$ cat src/rtl/flag_branch_if.sv
// Interface bundle for flag_branch_unit.
// Carries the ALU status flags, the branch request and control, and the resolution results.
interface flag_branch_if #(
  parameter int CNT_W = 16
);
  logic             alu_negative;
  logic             alu_zero;
  logic             alu_overflow;
  logic             alu_carry;
  logic             set_flags;
  logic             br_req;
  logic [1:0]       br_type;
  logic [3:0]       cond;
  logic             stall;
  logic             flush;
  logic [3:0]       flags_q;
  logic             br_valid;
  logic             br_taken;
  logic             fwd_hit;
  logic [CNT_W-1:0] taken_count;

  modport master (
    output alu_negative, alu_zero, alu_overflow, alu_carry,
    output set_flags, br_req, br_type, cond, stall, flush,
    input  flags_q, br_valid, br_taken, fwd_hit, taken_count
  );

  modport slave (
    input  alu_negative, alu_zero, alu_overflow, alu_carry,
    input  set_flags, br_req, br_type, cond, stall, flush,
    output flags_q, br_valid, br_taken, fwd_hit, taken_count
  );
endinterface

$ cat src/rtl/flag_branch_unit.sv
// flag_branch_unit: architectural NZVC register plus LEGv8 branch resolver.
// B.cond resolves on forwarded ALU flags when the same cycle sets them; otherwise it
// uses the stored flags. CBZ/CBNZ test the live ALU zero result directly.
module flag_branch_unit #(
  parameter int CNT_W = 16
) (
  input logic          clk,
  input logic          reset,
  flag_branch_if.slave bus
);

  localparam logic [CNT_W-1:0] CNT_MAX = '1;
  localparam logic [CNT_W-1:0] CNT_ONE = CNT_W'(1);

  logic [3:0]       flags_r;
  logic             valid_r;
  logic             taken_r;
  logic             fwd_r;
  logic [CNT_W-1:0] cnt_r;

  logic [3:0] live;
  logic [3:0] eff;
  logic       n, z, v, c;
  logic       cond_true;
  logic       taken;
  logic       accept;

  assign live = {bus.alu_negative, bus.alu_zero, bus.alu_overflow, bus.alu_carry};

  // Select effective flags and evaluate the branch condition.
  always_comb begin
    eff = bus.set_flags ? live : flags_r;
    {n, z, v, c} = eff;
    cond_true = 1'b0;
    case (bus.cond)
      4'b0000: cond_true = z;
      4'b0001: cond_true = !z;
      4'b0010: cond_true = c;
      4'b0011: cond_true = !c;
      4'b0100: cond_true = n;
      4'b0101: cond_true = !n;
      4'b0110: cond_true = v;
      4'b0111: cond_true = !v;
      4'b1000: cond_true = c & !z;
      4'b1001: cond_true = !c | z;
      4'b1010: cond_true = (n == v);
      4'b1011: cond_true = (n != v);
      4'b1100: cond_true = !z & (n == v);
      4'b1101: cond_true = z | (n != v);
      default: cond_true = 1'b1;
    endcase
  end

  // Decide taken per branch type; stall beats flush, flush beats the request.
  always_comb begin
    taken = 1'b0;
    case (bus.br_type)
      2'b00:   taken = cond_true;
      2'b01:   taken = bus.alu_zero;
      2'b10:   taken = !bus.alu_zero;
      default: taken = 1'b0;
    endcase
    accept = bus.br_req & !bus.stall & !bus.flush;
  end

  // Flag register, one-cycle resolution outputs and saturating taken counter.
  always_ff @(posedge clk or posedge reset) begin
    if (reset) begin
      flags_r <= 4'b0000;
      valid_r <= 1'b0;
      taken_r <= 1'b0;
      fwd_r   <= 1'b0;
      cnt_r   <= '0;
    end else begin
      if (bus.set_flags && !bus.stall) flags_r <= live;
      valid_r <= accept;
      taken_r <= accept & taken;
      fwd_r   <= accept & bus.set_flags & (bus.br_type == 2'b00);
      if (accept && taken && (cnt_r != CNT_MAX)) cnt_r <= cnt_r + CNT_ONE;
    end
  end

  assign bus.flags_q     = flags_r;
  assign bus.br_valid    = valid_r;
  assign bus.br_taken    = taken_r;
  assign bus.fwd_hit     = fwd_r;
  assign bus.taken_count = cnt_r;

endmodule

$ cat src/flat_wrapper.sv
// flat-port wrapper written by rule: the top's interface ports become plain ports
module flag_branch_unit_flat 
#(
  parameter int CNT_W = 16
)
  (clk, reset, bus_alu_negative, bus_alu_zero, bus_alu_overflow, bus_alu_carry, bus_set_flags, bus_br_req, bus_br_type, bus_cond, bus_stall, bus_flush, bus_flags_q, bus_br_valid, bus_br_taken, bus_fwd_hit, bus_taken_count);
  flag_branch_if #(.CNT_W(CNT_W)) bus_i ();
  input logic clk;
  input logic reset;
  input wire logic [$bits(bus_i.alu_negative)-1:0] bus_alu_negative;
  input wire logic [$bits(bus_i.alu_zero)-1:0] bus_alu_zero;
  input wire logic [$bits(bus_i.alu_overflow)-1:0] bus_alu_overflow;
  input wire logic [$bits(bus_i.alu_carry)-1:0] bus_alu_carry;
  input wire logic [$bits(bus_i.set_flags)-1:0] bus_set_flags;
  input wire logic [$bits(bus_i.br_req)-1:0] bus_br_req;
  input wire logic [$bits(bus_i.br_type)-1:0] bus_br_type;
  input wire logic [$bits(bus_i.cond)-1:0] bus_cond;
  input wire logic [$bits(bus_i.stall)-1:0] bus_stall;
  input wire logic [$bits(bus_i.flush)-1:0] bus_flush;
  output wire logic [$bits(bus_i.flags_q)-1:0] bus_flags_q;
  output wire logic [$bits(bus_i.br_valid)-1:0] bus_br_valid;
  output wire logic [$bits(bus_i.br_taken)-1:0] bus_br_taken;
  output wire logic [$bits(bus_i.fwd_hit)-1:0] bus_fwd_hit;
  output wire logic [$bits(bus_i.taken_count)-1:0] bus_taken_count;
  assign bus_i.alu_negative = bus_alu_negative;
  assign bus_i.alu_zero = bus_alu_zero;
  assign bus_i.alu_overflow = bus_alu_overflow;
  assign bus_i.alu_carry = bus_alu_carry;
  assign bus_i.set_flags = bus_set_flags;
  assign bus_i.br_req = bus_br_req;
  assign bus_i.br_type = bus_br_type;
  assign bus_i.cond = bus_cond;
  assign bus_i.stall = bus_stall;
  assign bus_i.flush = bus_flush;
  assign bus_flags_q = bus_i.flags_q;
  assign bus_br_valid = bus_i.br_valid;
  assign bus_br_taken = bus_i.br_taken;
  assign bus_fwd_hit = bus_i.fwd_hit;
  assign bus_taken_count = bus_i.taken_count;
  flag_branch_unit #(.CNT_W(CNT_W)) u_core (.clk(clk), .reset(reset), .bus(bus_i));
endmodule
$ cat config.mk
export PLATFORM = sky130hd
export DESIGN_NAME = flag_branch_unit_flat
export DESIGN_NICKNAME = d
export VERILOG_FILES = /design/src/rtl/flag_branch_if.sv /design/src/rtl/flag_branch_unit.sv /design/src/flat_wrapper.sv
export SDC_FILE = /design/constraint.sdc
export NUM_CORES = 1
export LEC_CHECK = 0
export CELL_PAD_IN_SITES_DETAIL_PLACEMENT = 1
export CELL_PAD_IN_SITES_GLOBAL_PLACEMENT = 2
export CORE_ASPECT_RATIO = 0.75
export CORE_MARGIN = 3
export CORE_UTILIZATION = 30
export DETAILED_ROUTE_END_ITERATION = 12
export PLACE_DENSITY_LB_ADDON = 0.1
export SLEW_MARGIN = 10
export SYNTH_ARGS = -nofsm -noshare
export SYNTH_HDL_FRONTEND = slang
export SYNTH_SLANG_ARGS = --single-unit
$ cat constraint.sdc
create_clock -name clk -period 3.2 [get_ports clk]
set_clock_uncertainty 0.2 [all_clocks]
set_input_delay 0.32 -clock clk [delete_from_list [all_inputs] [get_ports clk]]
set_output_delay 0.32 -clock clk [all_outputs]
set_load 0.005 [all_outputs]
Yosys cells after proc, flatten, opt, wreduce, memory -nomap -nowiden. Index checks and enable logic that the tools add are counted.

Word-level logic and storage cells: 48. Bits of input ports: 16. Bits in registers: 23. Output and inout bits: 23.

Reduce and logical (&&, ||, !) cells: 12. Multiplexer cells: 3. Eq/ne operators: 18. Add/subtract/negate cells: 1. Bitwise operators: 9.

Operators with widths (count): 4-bit == test, second input constant (6); 16-bit by 1-bit adder with 16-bit output, second input constant (1); 4-bit by 3-bit == test with 1-bit output, second input constant (4); 16-bit != test, second input constant (1); 1-bit case mux with 14 select lines (1); 4-bit by 2-bit == test with 1-bit output, second input constant (2); 1-bit bitwise AND (7); 1-bit logical NOT (7); 4-bit by 1-bit == test with 1-bit output, second input constant (1); 4-bit logical NOT (1); 4-bit two-way mux (1); 1-bit logical AND (3); 1-bit case mux with 3 select lines (1); 2-bit by 1-bit == test with 1-bit output, second input constant (1); 2-bit == test, second input constant (1); 2-bit logical NOT (1); 1-bit bitwise OR (2); 1-bit == test (1); 1-bit != test (1).

Longest topological paths before layout. Gate-level depths: netlist of run 1.

Word-level depth: 7. Gate-level depth with buffers: 9.

Worst setup path before layout of run 1. Ideal clock, no wire load.

Kind: reg-to-reg. From: reg u_core.flags_r[2], in the netlist u_core.bus.flags_q[2]. To: reg u_core.cnt_r[1], in the netlist u_core.bus.taken_count[1]. Setup slack: 1015 ps. Arrival time: 1858 ps. Cell stages (with the launch flop): 8. Period minus slack after synthesis: 2185 ps. Path through: dfrtp_1 > and2b_1 > a2111oi_0 > or3_1 > mux2i_1 > o2111ai_2 > nand2_1 > mux2_1.

Longest elaborated chain between the ends: 7. Elaborated cells on any way between the ends: 10.

Ends and longest elaborated chain: start, declared (RTL line flag_branch_unit.sv:15) `logic [3:0] flags_r;`; start signal, assigned (RTL line flag_branch_unit.sv:75) `if (bus.set_flags && !bus.stall) flags_r <= live;`; 4-bit two-way mux (*) (RTL line flag_branch_unit.sv:32) `eff = bus.set_flags ? live : flags_r;`; 1-bit logical NOT (RTL line flag_branch_unit.sv:37, flag_branch_unit.sv:44, flag_branch_unit.sv:48); 1-bit bitwise AND, on equally long branches (RTL line flag_branch_unit.sv:48, flag_branch_unit.sv:44); 1-bit case mux with 14 select lines (*) (RTL line flag_branch_unit.sv:35) `case (bus.cond)`; 1-bit case mux with 3 select lines (*) (RTL line flag_branch_unit.sv:57) `case (bus.br_type)`; 1-bit logical AND (*) (2 in series) (RTL line flag_branch_unit.sv:79) `if (accept && taken && (cnt_r != CNT_MAX)) cnt_r <= cnt_r + CNT_ONE;`; end signal, assigned (RTL line flag_branch_unit.sv:79); end, declared (RTL line flag_branch_unit.sv:19) `logic [CNT_W-1:0] cnt_r;`.

Mark *: on every way between the ends. The rest lies on a longest branch, timed or not. A chain may end at the register's enable or synchronous reset.

Final worst setup path of run 1.
From: reg u_core.cnt_r[4], in the netlist u_core.bus.taken_count[4]. To: reg u_core.cnt_r[1], in the netlist u_core.bus.taken_count[1].

Longest elaborated chain between the ends: 2.

Ends and longest elaborated chain (RTL line): 16-bit != test (flag_branch_unit.sv:79); 1-bit logical AND (flag_branch_unit.sv:79).

Every way passes these cells.

==> results of run 1 <==
## sequential cells by signal, indices dropped and copies added (netlist names)
register	count
u_core.bus.fwd_hit	1
u_core.bus.taken_count	16
u_core.bus.br_valid	1
u_core.bus.br_taken	1
u_core.bus.flags_q	4
## cells in the mapped netlist, drive strengths merged, types with 2 or more instances
| cell | number |
|---|---|
| dfrtp | 23 |
| xnor2 | 18 |
| nand2 | 13 |
| mux2 | 9 |
| nand4 | 7 |
| nor2 | 7 |
| nand3 | 6 |
| nor3 | 6 |
| and3 | 3 |
| mux2i | 3 |
| nor2b | 3 |
| and2 | 2 |
| buf | 2 |
| inv | 2 |
| nand2b | 2 |
| nor3b | 2 |
| o22ai | 2 |
## cells by family after synthesis
logic type / Yosys count / synth area share
AOI/OAI and AO/OA: 8 / 0.0504
xor gates and xnor gates: 18 / 0.125
adders and majority gates: 1 / 0.00988
buffers and inverters: 4 / 0.0188
DFF: 23 / 0.455
muxes: 12 / 0.104
and+or+nand+nor: 57 / 0.238
## final cells by class
type,instances,area (um^2),area share
Timing Repair Buffer,39,388,0.222
Inverter,2,7.51,0.00429
Clock inverter,1,5.00,0.00286
Tap cell,52,65.1,0.0372
Clock buffer,3,41.3,0.0236
Multi-Input combinational cell,96,667,0.381
Sequential cell,23,576,0.329
## layer usage
layer | part of all wire | up-vias | GRT usage
met5 | 0 | - | 0
met4 | 0.0055 | 0 | 0.0253
met3 | 0.053 | 4 | 0.0390
met2 | 0.41 | 30 | 0.210
met1 | 0.53 | 536 | 0.243
li1 | - | 521 | -
## per-stage QoR
| stage | utilization | area (um^2) |
|---|---|---|
| CTS | 0.454 | 1750 |
| global placement | 0.442 | 1700 |
| detailed placement | 0.442 | 1700 |
| global route | 0.454 | 1750 |
| floorplan | - | 1270 |
| finish | 0.454 | 1750 |
## worst paths after layout
check	endpoint	slack, ns	cells past startpoint
setup / recovery	u_core.bus.taken_count[1]	0.65	6
hold / removal	u_core.bus.taken_count[11]	0.30	1
setup reg to reg	u_core.bus.taken_count[1]	0.65	6
hold reg to reg	u_core.bus.taken_count[11]	0.30	1
max in group asynchronous	u_core.bus.taken_count[0]	1.91	2
min in group asynchronous	u_core.bus.flags_q[2]	0.34	2
## power groups by stage
stage               Clock, mW  Sequential (mW)  Combinational, mW
detailed placement          0            0.375              0.208
floorplan                   0            0.364             0.0933
global route            0.207            0.380              0.229
global placement            0            0.374              0.203
CTS                     0.190            0.372              0.210
finish                  0.189            0.373              0.208
==> results.json, run 1 <==
{
  "portBuffers": 38,
  "cp_cell_sequence": "and4_1, nand4_1, nor3_1, nor2_1, nand2_1, mux2_1",
  "slew_viol_final": 0,
  "antenna_left": 0,
  "wirelength_um": 3610,
  "p_int_mw": 0.532,
  "gp_congestion": 0.787,
  "slew_headroom": 0.404,
  "rsz0062_at_grt": "false",
  "io_pins": 39,
  "setup.worst_path.start": "u_core.bus.taken_count[4]",
  "area_delta_synth_final_pct": 38.1,
  "finalHoldViolCount": 0,
  "fin_nets": 182,
  "hp-class": "flop to flop",
  "final_common_cell": "clkdlybuf4s50_1",
  "outcome": "completed",
  "avgSynthCellArea_um2": 10.3,
  "clock_latency_ns": 0.27,
  "finalSetupViolations": 0,
  "p_sw_mw": 0.237,
  "hold-worst-slack_ns": 0.301,
  "clock-sinks": 23,
  "switching_share": 0.308,
  "cp_data_required_time_ns": 3.16,
  "powerDensity_nw_per_um2": 439,
  "core_area_um2": 3850,
  "die_w_um": 81.0,
  "ys_seq_area_frac": 0.455,
  "synth_warnings": 0,
  "peakVddDrop_uv": 220,
  "p_comb_frac": 0.270,
  "critPathBufInv": 0,
  "max-cap-violations": 0,
  "yosys_register_bits": 23,
  "ctsResizeCount": 0,
  "via_count": 1091,
  "grt_start_max_net_pins": 24,
  "start_util": 0.329,
  "p_total_mw": 0.769,
  "place_inst": 212,
  "synth.distinct_cells": 33,
  "cts_buffers": 3,
  "wl_per_cell_um": 16.7,
  "antenna_found_initial": 0,
  "power_leakage_nw": 0.677,
  "drt_iter0_drc": 61,
  "cp-end-kind": "flop",
  "fin_ws_ns": 0.650,
  "drcViolationCount": 0,
  "grt-ovfl-total": 0,
  "track_usage": 0.154,
  "critPathMaxStageDelay_ns": 0.57,
  "num_antenna_cells": 0,
  "postCtsSetupBuffers": 0,
  "syn_inst": 123,
  "synth_edf_count": 0,
  "min_period_ns": 2.55,
  "post-dp-hpwl_um": 2780,
  "grt_pass1_vias": 1173,
  "grt_pass1_wl_um": 6110,
  "cts_root_buffer": "clkbuf_8",
  "syn_nets": 140,
  "fin_cells": 216,
  "fin_crit_sh": 0.797,
  "die_height_um": 62.3,
  "clk_pin_slew_worst_paths_ns": 0.09,
  "ctsHtreeMaxLevel": 1,
  "crit_type": "flop to flop",
  "syn_area_um2": 1270,
  "cts_max_path_buffers": 2,
  "crit_slowest_cell": "nor3_1",
  "place_ws_ns": 0.363,
  "worst_setup_path_start_kind": "flop",
  "layout-drive-gt1-share": 0.0793,
  "final_cell_mix": "clkdlybuf4s50_1, dfrtp_1, xnor2_1",
  "firstDrtPassIters": 4,
  "cts_tree": "done",
  "arrival_ns": 2.51,
  "reg2reg_from": "u_core.bus.taken_count[4]",
  "tns_ns": 0,
  "ys.flop_type": "dfrtp_1",
  "vias_per_cell": 5.05,
  "pwr-share-clk": 0.245,
  "yosysTopAreaCell": "dfrtp_1",
  "yosys-top-cells-area": "dfrtp_1, xnor2_1, mux2_2, nand2_1, nand4_1",
  "crit_path_max_fanout": 5,
  "min_from": "u_core.bus.taken_count[11]",
  "tightestPinTransition_ns": 0.894,
  "n_fill_cell": 447,
  "critPathTopFamily": "simple AND/OR/NAND/NOR gates",
  "hold_buffers": 0,
  "die_area_um2": 5040,
  "fmax_ghz": 0.392,
  "rows": 19,
  "async_reset_ff_frac": 1.00,
  "power_frac_seq": 0.485,
  "synth_top_area_share": 0.455
}
Note: power is estimated with default switching activity, not from simulation.
==> run 2: changes to the inputs <==
- CORE_UTILIZATION: 30 -> 28
- clock period: 3.2 -> 2.5 ns (I/O delays scaled with it)
==> run 2 against run 1 <==
  * Count of clock-buffer cells in the layout unchanged
  * Critical endpoint is now u_core.bus.taken_count[2]
  * Total power up 28%
  * Critical path type is now input port to flop
  * Routed wire length down 1.1%
  * Core utilization down 1.5 points
  * Worst hold slack worse by 0.18 ns
  * Sequential cell count unchanged
  * Final cell count up 6.9%
  * Register-to-register slack worse by 0.39 ns
  * Sequential power up 27%
==> results.json, run 2 (synthesis gave the netlist of run 1 again) <==
{
  "outcome": "completed",
  "grt_pass1_wl_um": 5940,
  "cp-end-kind": "flop",
  "track_usage": 0.139,
  "cts_buffers": 3,
  "finalSetupViolations": 0,
  "clock-sinks": 23,
  "finalHoldViolCount": 0,
  "cts_max_path_buffers": 2,
  "place_inst": 227,
  "slew_headroom": 0.659,
  "drcViolationCount": 0,
  "area_delta_synth_final_pct": 45.8,
  "hold_buffers": 0,
  "die_w_um": 83.7,
  "post-dp-hpwl_um": 2810,
  "slew_viol_final": 0,
  "rsz0062_at_grt": "false",
  "cts_tree": "done",
  "reg2reg_from": "u_core.bus.taken_count[5]",
  "via_count": 1102,
  "cts_root_buffer": "clkbuf_8",
  "wl_per_cell_um": 15.5,
  "worst_setup_path_start_kind": "input port",
  "clk_pin_slew_worst_paths_ns": 0.09,
  "antenna_left": 0,
  "min_period_ns": 2.36,
  "grt-ovfl-total": 0,
  "p_total_mw": 0.987,
  "firstDrtPassIters": 4,
  "power_leakage_nw": 0.744,
  "portBuffers": 38,
  "die_area_um2": 5370,
  "reg2regPathDepth": 7,
  "crit_path_max_fanout": 15,
  "final_cell_mix": "clkdlybuf4s50_1, dfrtp_1, xnor2_1",
  "ctsHtreeMaxLevel": 1,
  "drt_iter0_drc": 29,
  "postCtsSetupBuffers": 0,
  "fin_cells": 231,
  "antenna_found_initial": 0,
  "vias_per_cell": 4.77,
  "hold-worst-slack_ns": 0.126,
  "cp_data_required_time_ns": 2.50,
  "core_area_um2": 4200,
  "final_common_cell": "clkdlybuf4s50_1",
  "clock_latency_ns": 0.27,
  "grt_start_max_net_pins": 24,
  "max-cap-violations": 0,
  "fin_crit_sh": 0.943,
  "gp_congestion": 0.743,
  "n_fill_cell": 469,
  "r2r-end": "u_core.bus.taken_count[13]",
  "die_height_um": 64.2,
  "powerDensity_nw_per_um2": 535,
  "tightestPinTransition_ns": 0.510,
  "ctsResizeCount": 0,
  "num_antenna_cells": 0,
  "largest_register_ffs": 16,
  "hp-class": "input port to async pin",
  "io_pins": 39,
  "layout-drive-gt1-share": 0.142,
  "grt_pass1_vias": 1158,
  "reg2reg_slack_ns": 0.26,
  "wirelength_um": 3570,
  "final_core_util": 0.439,
  "fin_nets": 194,
  "start_util": 0.301,
  "rows": 20,
  "crit_type": "input port to flop",
  "peakVddDrop_uv": 265,
  "fmax_ghz": 0.424,
  "arrival_ns": 2.35
}
[run 2: cell count changes in the layout (fill, tap and decap cells not counted)]
cell / previous run / this run
dlymetal6s2s_1: 0 / 1
clkdlybuf4s50_1: 38 / 37
buf_4: 1 / 13
[run 2: stage by stage]
| stage | setup slack, ns | area, um^2 | TNS (ns) |
|---|---|---|---|
| after floorplan | 0.315 | 1270 | 0 |
| after global placement | -0.178 | 1800 | -1.75 |
| after detailed placement | -0.226 | 1800 | -2.56 |
| after CTS | 0.0623 | 1840 | 0 |
| after global routing | 0.0207 | 1850 | 0 |
| final | 0.142 | 1850 | 0 |
[run 2: power breakdown]
part           internal [mW]  leakage (nW)  switching, mW
sequential             0.412         0.306         0.0603
combinational          0.167         0.413          0.108
clock                  0.111        0.0255          0.128
[run 2: layout make-up]
type                       instances  area (um^2)  area share
clock buffer                       3         41.3      0.0224
clock inverter                     1         5.00     0.00271
inverter                           2         7.51     0.00407
multi-input combinational         96          667       0.361
sequential                        23          576       0.312
tap                               55         68.8      0.0373
timing repair buffer              51          480       0.260
[run 2: worst max-delay path: stages]
cell and delay (ns):
clkdlybuf4s50_1 0.65, nand2b_1 0.18, o22ai_1 0.10, or3_1 0.33, mux2i_1 0.18, o2111ai_2 0.14
buf_4 0.22, and2_1 0.17, a21oi_1 0.13
[run 2: worst max-delay path by stage]
stage	startpoint	end	slack (ns)	depth (start not counted)
2_1_floorplan	u_core.bus.flags_q[2]	u_core.bus.taken_count[1]	0.31	7
3_3_place_gp	bus_cond[1]	u_core.bus.taken_count[2]	-0.18	9
3_5_place_dp	bus_cond[1]	u_core.bus.taken_count[2]	-0.23	9
4_1_cts	bus_cond[1]	u_core.bus.taken_count[2]	0.06	9
5_1_grt	bus_set_flags	u_core.bus.taken_count[2]	0.02	9
6_report	bus_set_flags	u_core.bus.taken_count[2]	0.14	9
[run 2: routing by layer]
| metal | GRT usage | part of all wire | vias to the layer above |
|---|---|---|---|
| li1 | - | - | 550 |
| met3 | 0.0438 | 0.047 | 2 |
| met2 | 0.199 | 0.40 | 24 |
| met4 | 0.0181 | 0.0036 | 0 |
| met1 | 0.208 | 0.55 | 526 |
| met5 | 0 | 0 | - |
==> run 3: changes to the inputs <==
- CTS_CLUSTER_DIAMETER: unset -> 30
- RECOVER_POWER: unset -> 25
==> run 3 against run 2 <==
  * Total power shrank 0.11%
  * Critical path type unchanged
  * Critical endpoint unchanged
  * Routed wire length is essentially flat
  * Critical path depth did not move
  * Sequential power hardly changed
  * Largest power group unchanged
  * Fmax is the same
  * Worst hold slack improved by 0.17 ns
  * Non-clock buffer count did not move
  * Sequential share of layout area rose by 0.063 points
  * Sequential cell count did not move
  * Global-route usage unchanged
  * Combinational power hardly changed
  * Setup slack unchanged
==> results.json, run 3 (synthesis gave the netlist of run 1 again) <==
{
  "track_usage": 0.139,
  "p_comb_frac": 0.278,
  "crit_path_max_fanout": 15,
  "worst_setup_path_start_kind": "input port",
  "postCtsSetupBuffers": 0,
  "rows": 20,
  "reg2reg_slack_ns": 0.26,
  "powerDensity_nw_per_um2": 536,
  "cp_data_required_time_ns": 2.50,
  "critPathMaxStageDelay_ns": 0.65,
  "finalSetupViolations": 0,
  "clk_pin_slew_worst_paths_ns": 0.09,
  "hp-class": "flop to flop",
  "grt_start_max_net_pins": 24,
  "hold_buffers": 0,
  "grt_pass1_wl_um": 5940,
  "cts_root_buffer": "clkbuf_8",
  "num_antenna_cells": 0,
  "largest_register_ffs": 16,
  "critPathTopFamily": "buffers and inverters",
  "wl_per_cell_um": 15.5,
  "cts_buffers": 3,
  "ctsHtreeMaxLevel": 1,
  "final_cell_mix": "clkdlybuf4s50_1, dfrtp_1, xnor2_1",
  "outcome": "completed",
  "antenna_found_initial": 0,
  "area_delta_synth_final_pct": 45.5,
  "drt_iter0_drc": 29,
  "crit_slowest_cell": "clkdlybuf4s50_1",
  "die_height_um": 64.2,
  "critPathBufInv": 2,
  "wirelength_um": 3570,
  "place_ws_ns": -0.226,
  "power_leakage_nw": 0.741,
  "final_common_cell": "clkdlybuf4s50_1",
  "antenna_left": 0,
  "fin_cells": 231,
  "tightestPinTransition_ns": 1.31,
  "fmax_ghz": 0.424,
  "max-cap-violations": 0,
  "drcViolationCount": 0,
  "vias_per_cell": 4.76,
  "gp_congestion": 0.743,
  "grt_pass1_vias": 1158,
  "pwr-share-clk": 0.243,
  "rsz0062_at_grt": "false",
  "arrival_ns": 2.35,
  "via_count": 1100,
  "die_area_um2": 5370,
  "crit_type": "input port to flop",
  "place_inst": 227,
  "switching_share": 0.300,
  "cp-end-kind": "flop",
  "grt-ovfl-total": 0,
  "power_frac_seq": 0.479,
  "portBuffers": 38,
  "layout-drive-gt1-share": 0.136,
  "post-dp-hpwl_um": 2810,
  "finalHoldViolCount": 0,
  "min_period_ns": 2.36,
  "firstDrtPassIters": 4,
  "cp_cell_sequence": "clkdlybuf4s50_1, nand2b_1, o22ai_1, or3_1, mux2i_1, o2111ai_2, buf_4, and2_1, a21oi_1",
  "p_int_mw": 0.690,
  "cts_tree": "done",
  "fin_ws_ns": 0.142,
  "clock_latency_ns": 0.27,
  "slew_viol_final": 0,
  "die_w_um": 83.7,
  "fin_crit_sh": 0.943,
  "start_util": 0.301,
  "slew_headroom": 0.129,
  "clock-sinks": 23,
  "hold-worst-slack_ns": 0.299,
  "core_area_um2": 4200,
  "io_pins": 39,
  "fin_nets": 194,
  "cts_max_path_buffers": 2,
  "peakVddDrop_uv": 265,
  "p_sw_mw": 0.296
}
run 3: changes by cell type in the layout (fill, tap and decap cells not counted), sizes merged:
cell           delta
clkdlybuf4s50     -1
buf               -1
dlygate4sd3       +1
clkbuf            +1
run 3: power by group through the flow:
stage          clock network, mW  registers, mW  logic (mW)
6_report                   0.240          0.472       0.274
5_1_grt                    0.260          0.485       0.302
4_1_cts                    0.251          0.474       0.280
3_5_place_dp                   0          0.479       0.278
3_3_place_gp                   0          0.479       0.276
2_1_floorplan                  0          0.466       0.119
run 3: final cells by class:
type                    count  area [um^2]
fillers                   470         2360
inverters                   2         7.51
clock inverters             1         5.00
clock buffers               3         41.3
repair buffers             51          477
flip-flops and latches     23          576
multi-input cells          96          667
well taps                  55         68.8
run 3: path summary, 6_finish.rpt:
path / startpoint / endpoint / cells past startpoint
worst max-delay path: bus_set_flags / u_core.bus.taken_count[2] / 9
worst min-delay path: u_core.bus.taken_count[11] / u_core.bus.taken_count[11] / 1
worst max register to register: u_core.bus.taken_count[5] / u_core.bus.taken_count[13] / 7
worst min register to register: u_core.bus.taken_count[11] / u_core.bus.taken_count[11] / 1
max in group asynchronous: reset / u_core.bus.taken_count[1] / 3
min in group asynchronous: reset / u_core.bus.taken_count[7] / 3
run 3: through the flow:
| stage | total power [mW] | cell area, um^2 | utilization | setup TNS [ns] |
|---|---|---|---|---|
| floorplan | 0.585 | 1270 | - | 0 |
| global placement | 0.755 | 1800 | 0.427 | -1.75 |
| detailed placement | 0.757 | 1800 | 0.427 | -2.56 |
| CTS | 1.00 | 1840 | 0.438 | 0 |
| global route | 1.05 | 1840 | 0.438 | 0 |
| finish | 0.986 | 1840 | 0.438 | 0 |
run 3: repair_timing:
action | CTS | global route
setup endpoints to repair | 0 | 2
hold endpoints to repair | 0 | 0
gates resized for setup | 0 | 1
run 3: routing by layer:
layer  vias up  global-route usage  routed length, um
met4         0              0.0181                 13
met5         -                   0                  0
met3         2              0.0438                167
met1       524               0.208               1970
met2        24               0.199               1420
li1        550                   -                  -
